## src/rtl/popcnt_rr_sched_if.sv

```systemverilog
// Bus between the requesters and the shared popcount engine.
// master: the producer side (drives req/req_data, sees grants and results).
// slave : the popcnt_rr_sched engine.
interface popcnt_rr_sched_if #(
  parameter int NREQ  = 4,
  parameter int WIDTH = 16
);
  localparam int CW = $clog2(WIDTH) + 1;
  localparam int IW = $clog2(NREQ);

  logic [NREQ-1:0]       req;
  logic [NREQ*WIDTH-1:0] req_data;
  logic [NREQ-1:0]       gnt;
  logic                  busy;
  logic                  res_valid;
  logic [CW-1:0]         res_count;
  logic [IW-1:0]         res_id;

  modport master (
    output req, req_data,
    input  gnt, busy, res_valid, res_count, res_id
  );

  modport slave (
    input  req, req_data,
    output gnt, busy, res_valid, res_count, res_id
  );
endinterface

```

## src/rtl/popcnt_rr_sched.sv

```systemverilog
// popcnt_rr_sched: one serial ones-counter shared by NREQ requesters under
// round-robin arbitration. A granted word is shifted out LSB first, one bit
// per clock, and the count is returned tagged with the requester index.
// Optional macro POPCNT_EARLY_EXIT_EN: stop counting as soon as the bits not
// yet processed are all zero (same results, shorter latency).
module popcnt_rr_sched #(
  parameter int NREQ  = 4,
  parameter int WIDTH = 16
) (
  input  logic              clk,
  input  logic              reset_n,
  popcnt_rr_sched_if.slave  bus
);
  localparam int CW = $clog2(WIDTH) + 1;
  localparam int IW = $clog2(NREQ);
  localparam int XW = $clog2(WIDTH);

  typedef enum logic [1:0] {IDLE, COUNT, DONE} state_t;

  state_t          state, state_next;
  logic [WIDTH-1:0] shreg, shreg_next;
  logic [CW-1:0]   acc, acc_next;
  logic [XW-1:0]   idx, idx_next;
  logic [IW-1:0]   last_id, last_id_next;
  logic [NREQ-1:0] gnt_val, gnt_next;
  logic            valid_val, valid_next;
  logic [CW-1:0]   count_val, count_next;
  logic [IW-1:0]   id_val, id_next;

  logic             any_req;
  logic [IW-1:0]    winner;
  logic [WIDTH-1:0] win_word;
  logic             last_bit;

  // Round-robin search starting just after the previous winner, so the most
  // recently served requester always ranks lowest.
  always_comb begin
    any_req  = 1'b0;
    winner   = last_id;
    for (int off = 1; off <= NREQ; off++) begin
      int cand;
      cand = int'(last_id) + off;
      if (cand >= NREQ) cand = cand - NREQ;
      if (!any_req && bus.req[cand]) begin
        any_req = 1'b1;
        winner  = IW'(cand);
      end
    end
    win_word = bus.req_data[int'(winner)*WIDTH +: WIDTH];
  end

  // The count ends on the final bit position, or earlier when nothing but
  // zeros remains above the bit being consumed this cycle.
`ifdef POPCNT_EARLY_EXIT_EN
  assign last_bit = (idx == XW'(WIDTH-1)) || (shreg[WIDTH-1:1] == '0);
`else
  assign last_bit = (idx == XW'(WIDTH-1));
`endif

  // Next-state and datapath: IDLE and DONE both arbitrate, COUNT consumes bits.
  always_comb begin
    state_next   = state;
    shreg_next   = shreg;
    acc_next     = acc;
    idx_next     = idx;
    last_id_next = last_id;
    gnt_next     = '0;
    valid_next   = 1'b0;
    count_next   = count_val;
    id_next      = id_val;
    case (state)
      IDLE, DONE: begin
        if (any_req) begin
          shreg_next       = win_word;
          acc_next         = '0;
          idx_next         = '0;
          last_id_next     = winner;
          gnt_next[winner] = 1'b1;
          state_next       = COUNT;
        end else begin
          state_next = IDLE;
        end
      end
      COUNT: begin
        acc_next   = acc + CW'(shreg[0]);
        shreg_next = shreg >> 1;
        idx_next   = idx + XW'(1);
        if (last_bit) begin
          state_next = DONE;
          valid_next = 1'b1;
          count_next = acc + CW'(shreg[0]);
          id_next    = last_id;
        end
      end
      default: state_next = IDLE;
    endcase
  end

  // State and output registers; reset drops any partial count on the spot.
  always_ff @(posedge clk or negedge reset_n) begin
    if (!reset_n) begin
      state     <= IDLE;
      shreg     <= '0;
      acc       <= '0;
      idx       <= '0;
      last_id   <= IW'(NREQ-1);
      gnt_val   <= '0;
      valid_val <= 1'b0;
      count_val <= '0;
      id_val    <= '0;
    end else begin
      state     <= state_next;
      shreg     <= shreg_next;
      acc       <= acc_next;
      idx       <= idx_next;
      last_id   <= last_id_next;
      gnt_val   <= gnt_next;
      valid_val <= valid_next;
      count_val <= count_next;
      id_val    <= id_next;
    end
  end

  assign bus.gnt       = gnt_val;
  assign bus.busy      = (state != IDLE);
  assign bus.res_valid = valid_val;
  assign bus.res_count = count_val;
  assign bus.res_id    = id_val;

endmodule

```

## src/flat_wrapper.sv

```systemverilog
// flat-port wrapper written by rule: the top's interface ports become plain ports
module popcnt_rr_sched_flat 
#(
  parameter int NREQ  = 4,
  parameter int WIDTH = 16
)
  (clk, reset_n, bus_req, bus_req_data, bus_gnt, bus_busy, bus_res_valid, bus_res_count, bus_res_id);
  popcnt_rr_sched_if #(.NREQ(NREQ), .WIDTH(WIDTH)) bus_i ();
  input  logic clk;
  input  logic reset_n;
  input wire logic [$bits(bus_i.req)-1:0] bus_req;
  input wire logic [$bits(bus_i.req_data)-1:0] bus_req_data;
  output wire logic [$bits(bus_i.gnt)-1:0] bus_gnt;
  output wire logic [$bits(bus_i.busy)-1:0] bus_busy;
  output wire logic [$bits(bus_i.res_valid)-1:0] bus_res_valid;
  output wire logic [$bits(bus_i.res_count)-1:0] bus_res_count;
  output wire logic [$bits(bus_i.res_id)-1:0] bus_res_id;
  assign bus_i.req = bus_req;
  assign bus_i.req_data = bus_req_data;
  assign bus_gnt = bus_i.gnt;
  assign bus_busy = bus_i.busy;
  assign bus_res_valid = bus_i.res_valid;
  assign bus_res_count = bus_i.res_count;
  assign bus_res_id = bus_i.res_id;
  popcnt_rr_sched #(.NREQ(NREQ), .WIDTH(WIDTH)) u_core (.clk(clk), .reset_n(reset_n), .bus(bus_i));
endmodule
```

## config.mk

```make
export PLATFORM = sky130hd
export DESIGN_NAME = popcnt_rr_sched_flat
export DESIGN_NICKNAME = d
export VERILOG_FILES = /design/src/rtl/popcnt_rr_sched_if.sv /design/src/rtl/popcnt_rr_sched.sv /design/src/flat_wrapper.sv
export SDC_FILE = /design/constraint.sdc
export NUM_CORES = 1
export LEC_CHECK = 0
export CELL_PAD_IN_SITES_DETAIL_PLACEMENT = 0
export CELL_PAD_IN_SITES_GLOBAL_PLACEMENT = 1
export CORE_MARGIN = 5
export CORE_UTILIZATION = 34
export DETAILED_ROUTE_END_ITERATION = 8
export GPL_ROUTABILITY_DRIVEN = 0
export PLACE_DENSITY_LB_ADDON = 0.1
export SYNTH_ARGS = -nofsm -noshare
export SYNTH_HDL_FRONTEND = slang
export SYNTH_SLANG_ARGS = --single-unit
```

## constraint.sdc

```tcl
create_clock -name clk -period 2 [get_ports clk]
set_input_delay 0.2 -clock clk [delete_from_list [all_inputs] [get_ports clk]]
set_output_delay 0.2 -clock clk [all_outputs]
set_load 0.01 [all_outputs]
```

# Yosys cells after proc, flatten, opt, wreduce, memory -nomap -nowiden
# Cells that the tools add are included.
# classes
add_sub_neg	10
magnitude_cmp	10
eq_ne	5
shifts	1
mux	39
reduce_logical	14
# ops
cell	count
$ge A32 B4 Y1 const B	4
$lt A32 B4 Y1 const B	4
$mux W32	4
$sub A32 B4 Y32 const B	4
$shiftx A64 B7 Y16	1
$pmux W16 S2	1
$mux W1	16
$mux W16	1
$mux W4	3
$mux W2	5
$pmux W5 S2	1
$bmux W1 S2	4
$pmux W4 S2	1
$add A2 B2 Y3 const B	2
$reduce_and A2 Y1	3
$add A5 B1 Y5	1
$mux W5	1
$add A2 B3 Y4 const B	1
$add A4 B1 Y4 const B	1
$eq A4 B4 Y1 const B	1
$logic_and A1 B1 Y1	4
$ne A2 B1 Y1 const B	2
$pmux W2 S2	1
$reduce_bool A2 Y1	2
9 further kinds	11
# word_totals
reg_bits	41

# Longest topological paths before layout
# depth
word_depth	22
mapped_depth	8

# Worst setup path after synthesis
# No wires, ideal clock.
# synth_path
path_type	flip-flop to flip-flop
from	register u_core.last_id[0]
to	register u_core.shreg[15]
arrival_ns	1.663
required_time_ns	1.866
path_slack_ns	0.202
path_stages_with_launch	7
path_buffers	1
synth_period_minus_slack_ns	1.798
cell_sequence	dfstp_2 -> buf_2 -> nor2b_2 -> o21ai_0 -> nand3_2 -> a2111oi_2 -> a211oi_1
# synth_between
elab_chain_cells	19
word_cells_on_any_way	47
classes_between	8 x add/sub; 4 x order compare; 1 x eq/ne; 1 x shift; 26 x mux; 7 x reduce/logical
# synth_rtl
item	line_no	source
start, declared	popcnt_rr_sched.sv:24	logic [IW-1:0] last_id, last_id_next;
start signal, assigned	popcnt_rr_sched.sv:106	last_id <= IW'(NREQ-1);
start signal, assigned	popcnt_rr_sched.sv:116	last_id <= last_id_next;
$add A2 B1 Y3	popcnt_rr_sched.sv:42	cand = int'(last_id) + off;
$sub A32 B4 Y32 or $ge A32 B4 Y1 (tied branches)	popcnt_rr_sched.sv:43	if (cand >= NREQ) cand = cand - NREQ;
$mux W32	popcnt_rr_sched.sv:43	
$bmux W1 S2	popcnt_rr_sched.sv:44	if (!any_req && bus.req[cand]) begin
$mux W1 (implied by the code) (2 in a row)	popcnt_rr_sched.sv:44	
$mux W1	popcnt_rr_sched.sv:44	
$logic_not A1 Y1	popcnt_rr_sched.sv:44	
$logic_and A1 B1 Y1	popcnt_rr_sched.sv:44	
(+2 left out)	--	
$logic_and A1 B1 Y1	popcnt_rr_sched.sv:44	
$mux W1	popcnt_rr_sched.sv:44	
$logic_not A1 Y1	popcnt_rr_sched.sv:44	
$logic_and A1 B1 Y1	popcnt_rr_sched.sv:44	
$mux W2	popcnt_rr_sched.sv:44	
$shiftx A64 B7 Y16	popcnt_rr_sched.sv:49	win_word = bus.req_data[int'(winner)*WIDTH +: WIDTH];
$mux W16	popcnt_rr_sched.sv:73	if (any_req) begin
$pmux W16 S2	popcnt_rr_sched.sv:71	case (state)
end signal, assigned	popcnt_rr_sched.sv:113	shreg <= shreg_next;
end, declared	popcnt_rr_sched.sv:21	logic [WIDTH-1:0] shreg, shreg_next;
# Several ways; a longest one is shown, not always the timed one. The select of a mux whose other input is x is not followed.
# A chain may end at the register's enable or synchronous reset.

# Final worst setup path
# layout_path
from	register u_core.last_id[1]
to	register u_core.shreg[13]
# The elaborated chain is that of the path after synthesis.

==> run_results.csv <==
group,metric,value,unit
outcome,status,"finished, final reports clean",
floorplan,die_w,96.2,um
grt,grt_max_degree,29,
routing,vias,2463,
clock_tree,htreeDepth,2,
worst_setup_path,crit_path_start_kind,"flip-flop",
synth,ys_ff_latch,41,
routing,dr.pass1.iters,4,
synth,async_reset_ff_frac,1.00,
floorplan,io_pins,83,
synth,ys.warnings.count,0,
worst_setup_path,cp.arrival,2.04,ns
sta,rsz0062_at_grt,"false",
grt,gr-total-overflow,0,
sta,period_share,0.950,
synth,synth_ff_type,"dfrtp_1",
final_layout,syn_to_final_growth,51.4,%
power_and_ir_drop,p_per_area,1240,nW/um^2
grt,antenna_found_initial,0,
sta,final_hold_viol_count,0,
grt,gr-usage-all-layers,0.168,
floorplan,core,7250,sq um
worst_setup_path,crit_buf_inv,1,
final_layout,antennaDiodeCount,0,
final_layout,final_common_cell,"clkdlybuf4s50_1",
floorplan,dieArea,9260,sq um
worst_setup_path,critical_path_class,"flip-flop to flip-flop",
worst_setup_path,cp_max_fo,18,
grt,grt_pass1_wl,12200,um
routing,via_per_inst,5.19,
clock_tree,cts_tree,"done",
synth,syn_area,2530,sq um
floorplan,start_util,0.349,
clock_tree,cts-buffers-inserted,5,
synth,synth_nets,349,
sta,worstMarginPinSlew,0.552,ns
routing,ant_nets,0,
final_layout,nets,448,
routing,drt-total-wl,7360,um
synth,synth_cells,276,
sta,finalCriticalPeriod,1.90,ns
hold_path,hp-class,"input port to asynchronous set/reset pin",
routing,drt_iter0_drc,84,
final_layout,final_cells,475,
sta,setup_violations,0,
worst_setup_path,regToRegSetupSlack,0.1,ns
sta,maxSlewHeadroom,0.632,
clock_tree,clock_sinks,41,
worst_setup_path,cp-end-kind,"flip-flop",
synth,synth-edff-count,0,
floorplan,rows,31,
place,port_buffers,82,
run,max_cap_viol_count,0,
final_layout,drive_gt1_frac,0.186,
worst_setup_path,crit_path_max_incr_delay,0.57,ns
sta,clock_skew,0.00404,ns
final_layout,fin_util,0.528,
sta,max_freq,526,MHz
synth,synth_cell_types,45,
place,placedCellCount,462,
power_and_ir_drop,peakVddDrop,0.590,mV
worst_setup_path,worstPathCellList,"mux2i_1 -> a2bb2oi_2 -> and2_4 -> buf_12 -> mux2i_2 -> a211oi_1",
routing,drc_errors,0,
final_layout,fillers,690,
worst_setup_path,required,2.14,ns
sta,maxSlewViolCount,0,
clock_tree,clk_pin_slew_worst_paths,0.08,ns
clock_tree,clk_latency,0.29,ns
floorplan,dieHeight,96.2,um
clock_tree,cts-root-buf,"clkbuf_8",
clock_tree,clk_path_buf_depth,2,
grt,grt_pass1_vias,2580,
power_and_ir_drop,p_leak,1.58,nW
synth,syn_avg_cell_area,9.16,sq um
place,hpwl,5640,um
worst_setup_path,crit_family,"flip-flops",
final_layout,layout_common_cells,"clkdlybuf4s50_1, dfrtp_1, nand2_1, buf_4, a211oi_1",
synth,ys_seq_area_frac,0.407,
worst_setup_path,cpMaxStageDelayCell,"dfstp_2",
routing,wl_per_cell,15.5,um
==> area by class of cell <==
type                       instances  area (sq um)  share of cell area
clock buffer                       6          72.6              0.0190
clock inverter                     2          38.8              0.0101
inverter                           1          3.75            0.000980
multi-input combinational        211          1420               0.371
sequential                        41          1030               0.269
tap                               99           124              0.0324
timing repair buffer             115          1140               0.298
==> routing by layer <==
| layer | global-route usage | share of wire |
|---|---|---|
| met5 | 0 | 0 |
| met2 | 0.274 | 0.46 |
| met3 | 0.0305 | 0.054 |
| met4 | 0.0616 | 0.015 |
| met1 | 0.220 | 0.47 |
==> cells by family after synthesis <==
family	synth area share
AOI/OAI and AO/OA	0.240
xor gates and xnor gates	0.0104
adders and majority gates	0.0148
buffers and inverters	0.0470
DFF	0.407
muxes	0.0693
and+or+nand+nor	0.212
==> synthesized netlist by cell type, types with 2 or more instances <==
cell type | n | area (sq um)
buf_2 | 9 | 45.0
clkbuf_1 | 9 | 33.8
nand3_1 | 4 | 20.0
clkbuf_2 | 2 | 10.0
o31ai_1 | 5 | 37.5
o31a_1 | 5 | 43.8
a31o_2 | 10 | 87.6
mux2_2 | 4 | 45.0
nand2_1 | 37 | 139
mux2i_1 | 13 | 130
a21o_1 | 2 | 15.0
nand2b_1 | 3 | 18.8
a211oi_1 | 26 | 195
xor2_1 | 2 | 17.5
a21oi_1 | 13 | 65.1
dfrtp_1 | 39 | 976
and3_1 | 16 | 100
dfstp_2 | 2 | 52.6
nor3_1 | 3 | 15.0
nor2b_1 | 2 | 12.5
nor2_1 | 14 | 52.6
ha_1 | 3 | 37.5
and4_1 | 11 | 96.3
o21ai_0 | 15 | 75.1
buf_6 | 2 | 22.5
o21ai_1 | 5 | 25.0
and2_1 | 2 | 12.5
==> state kept, by name, summed over array words and instances (netlist names) <==
name                  cells
u_core.acc                5
u_core.bus.res_id         2
u_core.state              2
u_core.shreg             16
u_core.idx                4
u_core.last_id            2
u_core.bus.res_count      5
u_core.bus.res_valid      1
u_core.bus.gnt            4
==> repair_timing <==
action | 4_1_cts | 5_1_grt
hold buffers | 1 | 0
buffers inserted | 2 | 2
gates resized for setup | 0 | 8
endpoints found under the hold margin | 19 | 0
endpoints found under the setup margin | 5 | 6
==> worst paths after layout <==
| path | start | end | cells after the start |
|---|---|---|---|
| setup reg to reg | u_core.last_id[1]$_DFFE_PN1P_ | u_core.shreg[13]$_DFFE_PN0P_ | 6 |
| setup / recovery | u_core.last_id[1]$_DFFE_PN1P_ | u_core.shreg[13]$_DFFE_PN0P_ | 6 |
| min in group clk | u_core.shreg[6]$_DFFE_PN0P_ | u_core.shreg[5]$_DFFE_PN0P_ | 2 |
| hold reg to reg | u_core.shreg[6]$_DFFE_PN0P_ | u_core.shreg[5]$_DFFE_PN0P_ | 2 |
| hold / removal | reset_n | u_core.bus.res_count[3]$_DFFE_PN0P_ | 2 |
| max in group asynchronous | reset_n | u_core.shreg[4]$_DFFE_PN0P_ | 3 |
==> worst reg2reg max path: cells and delay by family, from the launching register on <==
family,cells,cell delay [ns]
AO/OA/AOI/OAI,2,0.35
AND/OR/NAND/NOR,1,0.19
multiplexers,2,0.48
buffers and inverters,1,0.17
flip-flops,1,0.57
==> through the flow <==
step	power [mW]	setup TNS, ns	hold WS [ns]	setup slack, ns	cell area, sq um
finish	4.75	0	0.410	0.0995	3830
floorplan	2.97	0	-0.0956	0.202	2530
global route	5.18	0	0.462	0.0112	3830
global placement	3.97	-0.969	0.215	-0.0905	3640
detailed placement	4.01	-1.19	0.219	-0.126	3640
CTS	4.73	0	0.428	0.0443	3770
==> power breakdown <==
group / switching [mW] / leakage [nW] / internal [mW]
clock: 0.298 / 0.0554 / 0.375
sequential: 0.236 / 0.503 / 1.21
combinational: 1.26 / 1.02 / 1.37
(Power assumes the default switching activity.)
==> edit 1, RTL diff (config.mk and constraints unchanged) <==
Re-encode `state_t` (3 states) as one-hot, 3 bits wide.
--- a/src/rtl/popcnt_rr_sched.sv
+++ b/src/rtl/popcnt_rr_sched.sv
@@ -15,7 +15,7 @@
   localparam int IW = $clog2(NREQ);
   localparam int XW = $clog2(WIDTH);
 
-  typedef enum logic [1:0] {IDLE, COUNT, DONE} state_t;
+  typedef enum logic [2:0] {IDLE = 3'b001, COUNT = 3'b010, DONE = 3'b100} state_t;
 
   state_t          state, state_next;
   logic [WIDTH-1:0] shreg, shreg_next;
Check against the original RTL: same outputs for any inputs over 10 cycles, from zero or initial values and one cycle with reset_n low; not proved beyond that.
==> edit 1 against the original RTL <==
Utilization hardly changed. Final area decreased by 5.3%. Routed wire length decreased by 7.3%. Synthesized cell count down 8.3%. Setup slack worse by 0.021 ns. Power decreased by 10%. Via count fell by 7.2%. Non-clock buffer count shrank 6. Synthesized area down 3.7%. Die area is 3.3% lower. Sequential cell count increased by 1. Critical endpoint is now u_core.shreg[15].
==> edit 1: results <==
outcome:
  status: "finished, final reports clean"
grt:
  grt_pass1_wl_um: 11000
  grt_usage_pct: 15.6
  met2_usage_pct: 23.6
  grt_max_degree: 43
  grtUsageMet1_pct: 22.0
  grt_pass1_vias: 2229
  grt_use_met3_pct: 4.06
floorplan:
  start_util_pct: 35.4
  fp.dieW_um: 94.6
final_layout:
  drive_gt1_share_pct: 15.3
  utilization_pct: 52.8
  clkbuf_count: 5
  multi_input_gates: 192
  nNetsFinal: 424
  bufAreaShareNonClock_pct: 28.6
  largest_register: "u_core.shreg"
  multi_input_area_share_pct: 36.3
  clk_share_pct: 2.59
  nFillCells: 665
  regArea_um2: 1050
synthesis:
  ys_seq_area_share_pct: 43.3
  yosysUniqueCellTypes: 41
  ys_ff_latch: 42
  syn_avg_cell_area_um2: 9.62
  syn-num-nets: 326
  synth_mux_area_share_pct: 9.25
  ys_top_cells_by_area: "dfrtp_1, mux2i_1, a21oi_1"
  synth-compound-area-share_pct: 22.1
  synth_common_cells: "dfrtp_1, a21oi_1, o21ai_0"
  yosys.area_share.xor_xnor_pct: 1.44
cts:
  clk_latency_ns: 0.30
power:
  p_int_uw: 2570
  irDropWorstVdd_mv: 0.644
  p_leak_uw: 0.00155
drt:
  wl_per_cell_um: 15.2
  wl_met3_um: 362
  wl_met2_um: 3130
  vias: 2285
  drtIter0Drc: 117
critical_path:
  crit_fanout: 9
  arrival_ns: 2.14
  reg2reg_to: "u_core.shreg[15]"
timing:
  slew_headroom_pct: 63.3
  skew_ns: 0.00258
  whs_ns: 0.492
  setup_slack_ns: 0.0782
placed_design:
  dp_cells: 437
  dp_slack_ns: -0.286
  dpl.hpwl_um: 5010
  place_area_um2: 3480
## edit 1: changes by cell type after synthesis, moves of 6 or more
cell / change
o21ai_0: +6
a22o_1: +11
or3_1: +7
nand3_1: +13
and3_1: -16
and2_1: +7
and4_1: -11
a211oi_1: -18
nand2_1: -27
a221oi_1: +8
a21oi_1: +9
a31o_2: -9
## edit 1: power by group through the flow
stage               clock (µW)  sequential, µW  combinational, µW
finish                     586            1370               2320
global route               645            1410               2570
CTS                        605            1370               2280
detailed placement           0            1380               2270
global placement             0            1380               2260
floorplan                    0            1290               1520
## edit 1: critical path, cell delays in order (launching register included)
cell	delay [ns]
dfstp_2	0.63
nand2b_4	0.16
a21oi_1	0.11
or4b_1	0.53
buf_6	0.16
buf_4	0.13
o221ai_1	0.13
## edit 1: timing repair
action | 4_1_cts | 5_1_grt
endpoints found under the hold margin | 39 | 0
gates resized for setup | 2 | 7
buffers inserted | 0 | 2
setup endpoints to repair | 9 | 17
hold buffers | 1 | 0
==> edit 2, RTL diff (config.mk and constraints unchanged) <==
Made on the original files. `WIDTH` is set to 16 in 3 places; all go to 32.
--- a/src/rtl/popcnt_rr_sched_if.sv
+++ b/src/rtl/popcnt_rr_sched_if.sv
@@ -3,7 +3,7 @@
 // slave : the popcnt_rr_sched engine.
 interface popcnt_rr_sched_if #(
   parameter int NREQ  = 4,
-  parameter int WIDTH = 16
+  parameter int WIDTH = 32
 );
   localparam int CW = $clog2(WIDTH) + 1;
   localparam int IW = $clog2(NREQ);
--- a/src/rtl/popcnt_rr_sched.sv
+++ b/src/rtl/popcnt_rr_sched.sv
@@ -5,7 +5,7 @@
 // yet processed are all zero (same results, shorter latency).
 module popcnt_rr_sched #(
   parameter int NREQ  = 4,
-  parameter int WIDTH = 16
+  parameter int WIDTH = 32
 ) (
   input  logic              clk,
   input  logic              reset_n,
--- a/src/flat_wrapper.sv
+++ b/src/flat_wrapper.sv
@@ -2,7 +2,7 @@
 module popcnt_rr_sched_flat 
 #(
   parameter int NREQ  = 4,
-  parameter int WIDTH = 16
+  parameter int WIDTH = 32
 )
   (clk, reset_n, bus_req, bus_req_data, bus_gnt, bus_busy, bus_res_valid, bus_res_count, bus_res_id);
   popcnt_rr_sched_if #(.NREQ(NREQ), .WIDTH(WIDTH)) bus_i ();
Interface: changed (resized bus_req_data and bus_res_count); port bits go from 83 to 148. The function was not compared with the original's and may differ.
==> edit 2 against the original RTL <==
Utilization grew 0.71 points. Setup slack got worse by 0.023 ns. Sequential cell count is 19 higher. Synthesized area rose by 62%. Critical path type unchanged. Final area up 66%. Synthesized cell count up 45%. Count of clock-buffer cells in the layout rose by 3. Power increased by 87%. Routed wire length up 70%. Final cell count increased by 47%.
==> edit 2: results <==
timing:
  whs_ns: 0.395
  worst-slew-pin-transition_ns: 0.569
  skew_ns: 0.00732
grt:
  grt_pass1_vias: 3999
  grt_pass1_wl_um: 20500
critical_path:
  reg2reg_slack_ns: 0.08
  cp-startpoint: "u_core.last_id[0]"
  crit_fanout: 38
  endpoint: "u_core.shreg[16]"
cts:
  htree_levels: 3
  clk_latency_ns: 0.33
  clkTransAtPathRegs_ns: 0.06
outcome:
  status: "finished, final reports clean"
synthesis:
  yosysUniqueCellTypes: 43
  ys_top_cells_by_area: "dfrtp_1, a211oi_2, and3_1"
  ys_seq_area_share_pct: 36.7
  synth_common_cells: "dfrtp_1, and3_1, a211oi_1"
drt:
  wl_met2_um: 6250
  drtIter0Drc: 184
  wl_met3_um: 694
  avgViaCountPerCell: 5.51
power:
  p_leak_uw: 0.00254
  irDropWorstVdd_mv: 0.646
placed_design:
  io_buffers: 147
  place_area_um2: 5940
  dp_slack_ns: -0.213
final_layout:
  nFillCells: 1089
[edit 2: kinds of logic after synthesis]
kind of cell | share of synthesized area, %
adders and majority gates | 1.22
buffers and inverters | 6.86
and+or+nand+nor | 18.7
muxes | 1.34
AOI/OAI and AO/OA | 34.3
xor gates and xnor gates | 0.854
DFF | 36.7
[edit 2: layout make-up]
type	count	area, µm²	area share (%)
Inverter	4	15.0	0.236
Clock buffer	9	225	3.53
Tap cell	147	184	2.89
Multi-Input combinational cell	290	2480	38.9
Clock inverter	7	76.3	1.20
Sequential cell	60	1500	23.6
Timing Repair Buffer	180	1890	29.7
[edit 2: metrics by stage]
step           std cells  setup TNS [ns]
6_report             697               0
5_1_grt              697       -0.000197
4_1_cts              697               0
3_5_place_dp         680           -5.22
3_3_place_gp         680           -4.44
2_1_floorplan        399               0
[edit 2: power groups by stage]
stage / Combinational, µW / Clock, µW / Sequential (µW)
6_report: 5210 / 1560 / 2140
5_1_grt: 5720 / 1640 / 2220
4_1_cts: 5080 / 1590 / 2150
3_3_place_gp: 5000 / 0 / 2150
3_5_place_dp: 5060 / 0 / 2160
2_1_floorplan: 3370 / 0 / 2090
[edit 2: worst max-delay path: stages, from the launching register on]
cell,delay (ns)
dfstp_2,0.56
nor2b_2,0.05
or3_4,0.44
buf_12,0.19
and3_1,0.19
a211oi_1,0.24
o31ai_1,0.10
[edit 2: routing by layer]
layer,track usage [%],vias up
met3,4.10,16
met1,22.7,1878
met2,29.2,106
met5,0,-
li1,-,1843
met4,6.01,0
[edit 2: repair_timing]
item                       CTS  global route
setup endpoints to repair    0            23
hold endpoints to repair    20             0
gates resized for setup      0            25
setup buffers                0             0
hold buffers                 1             0
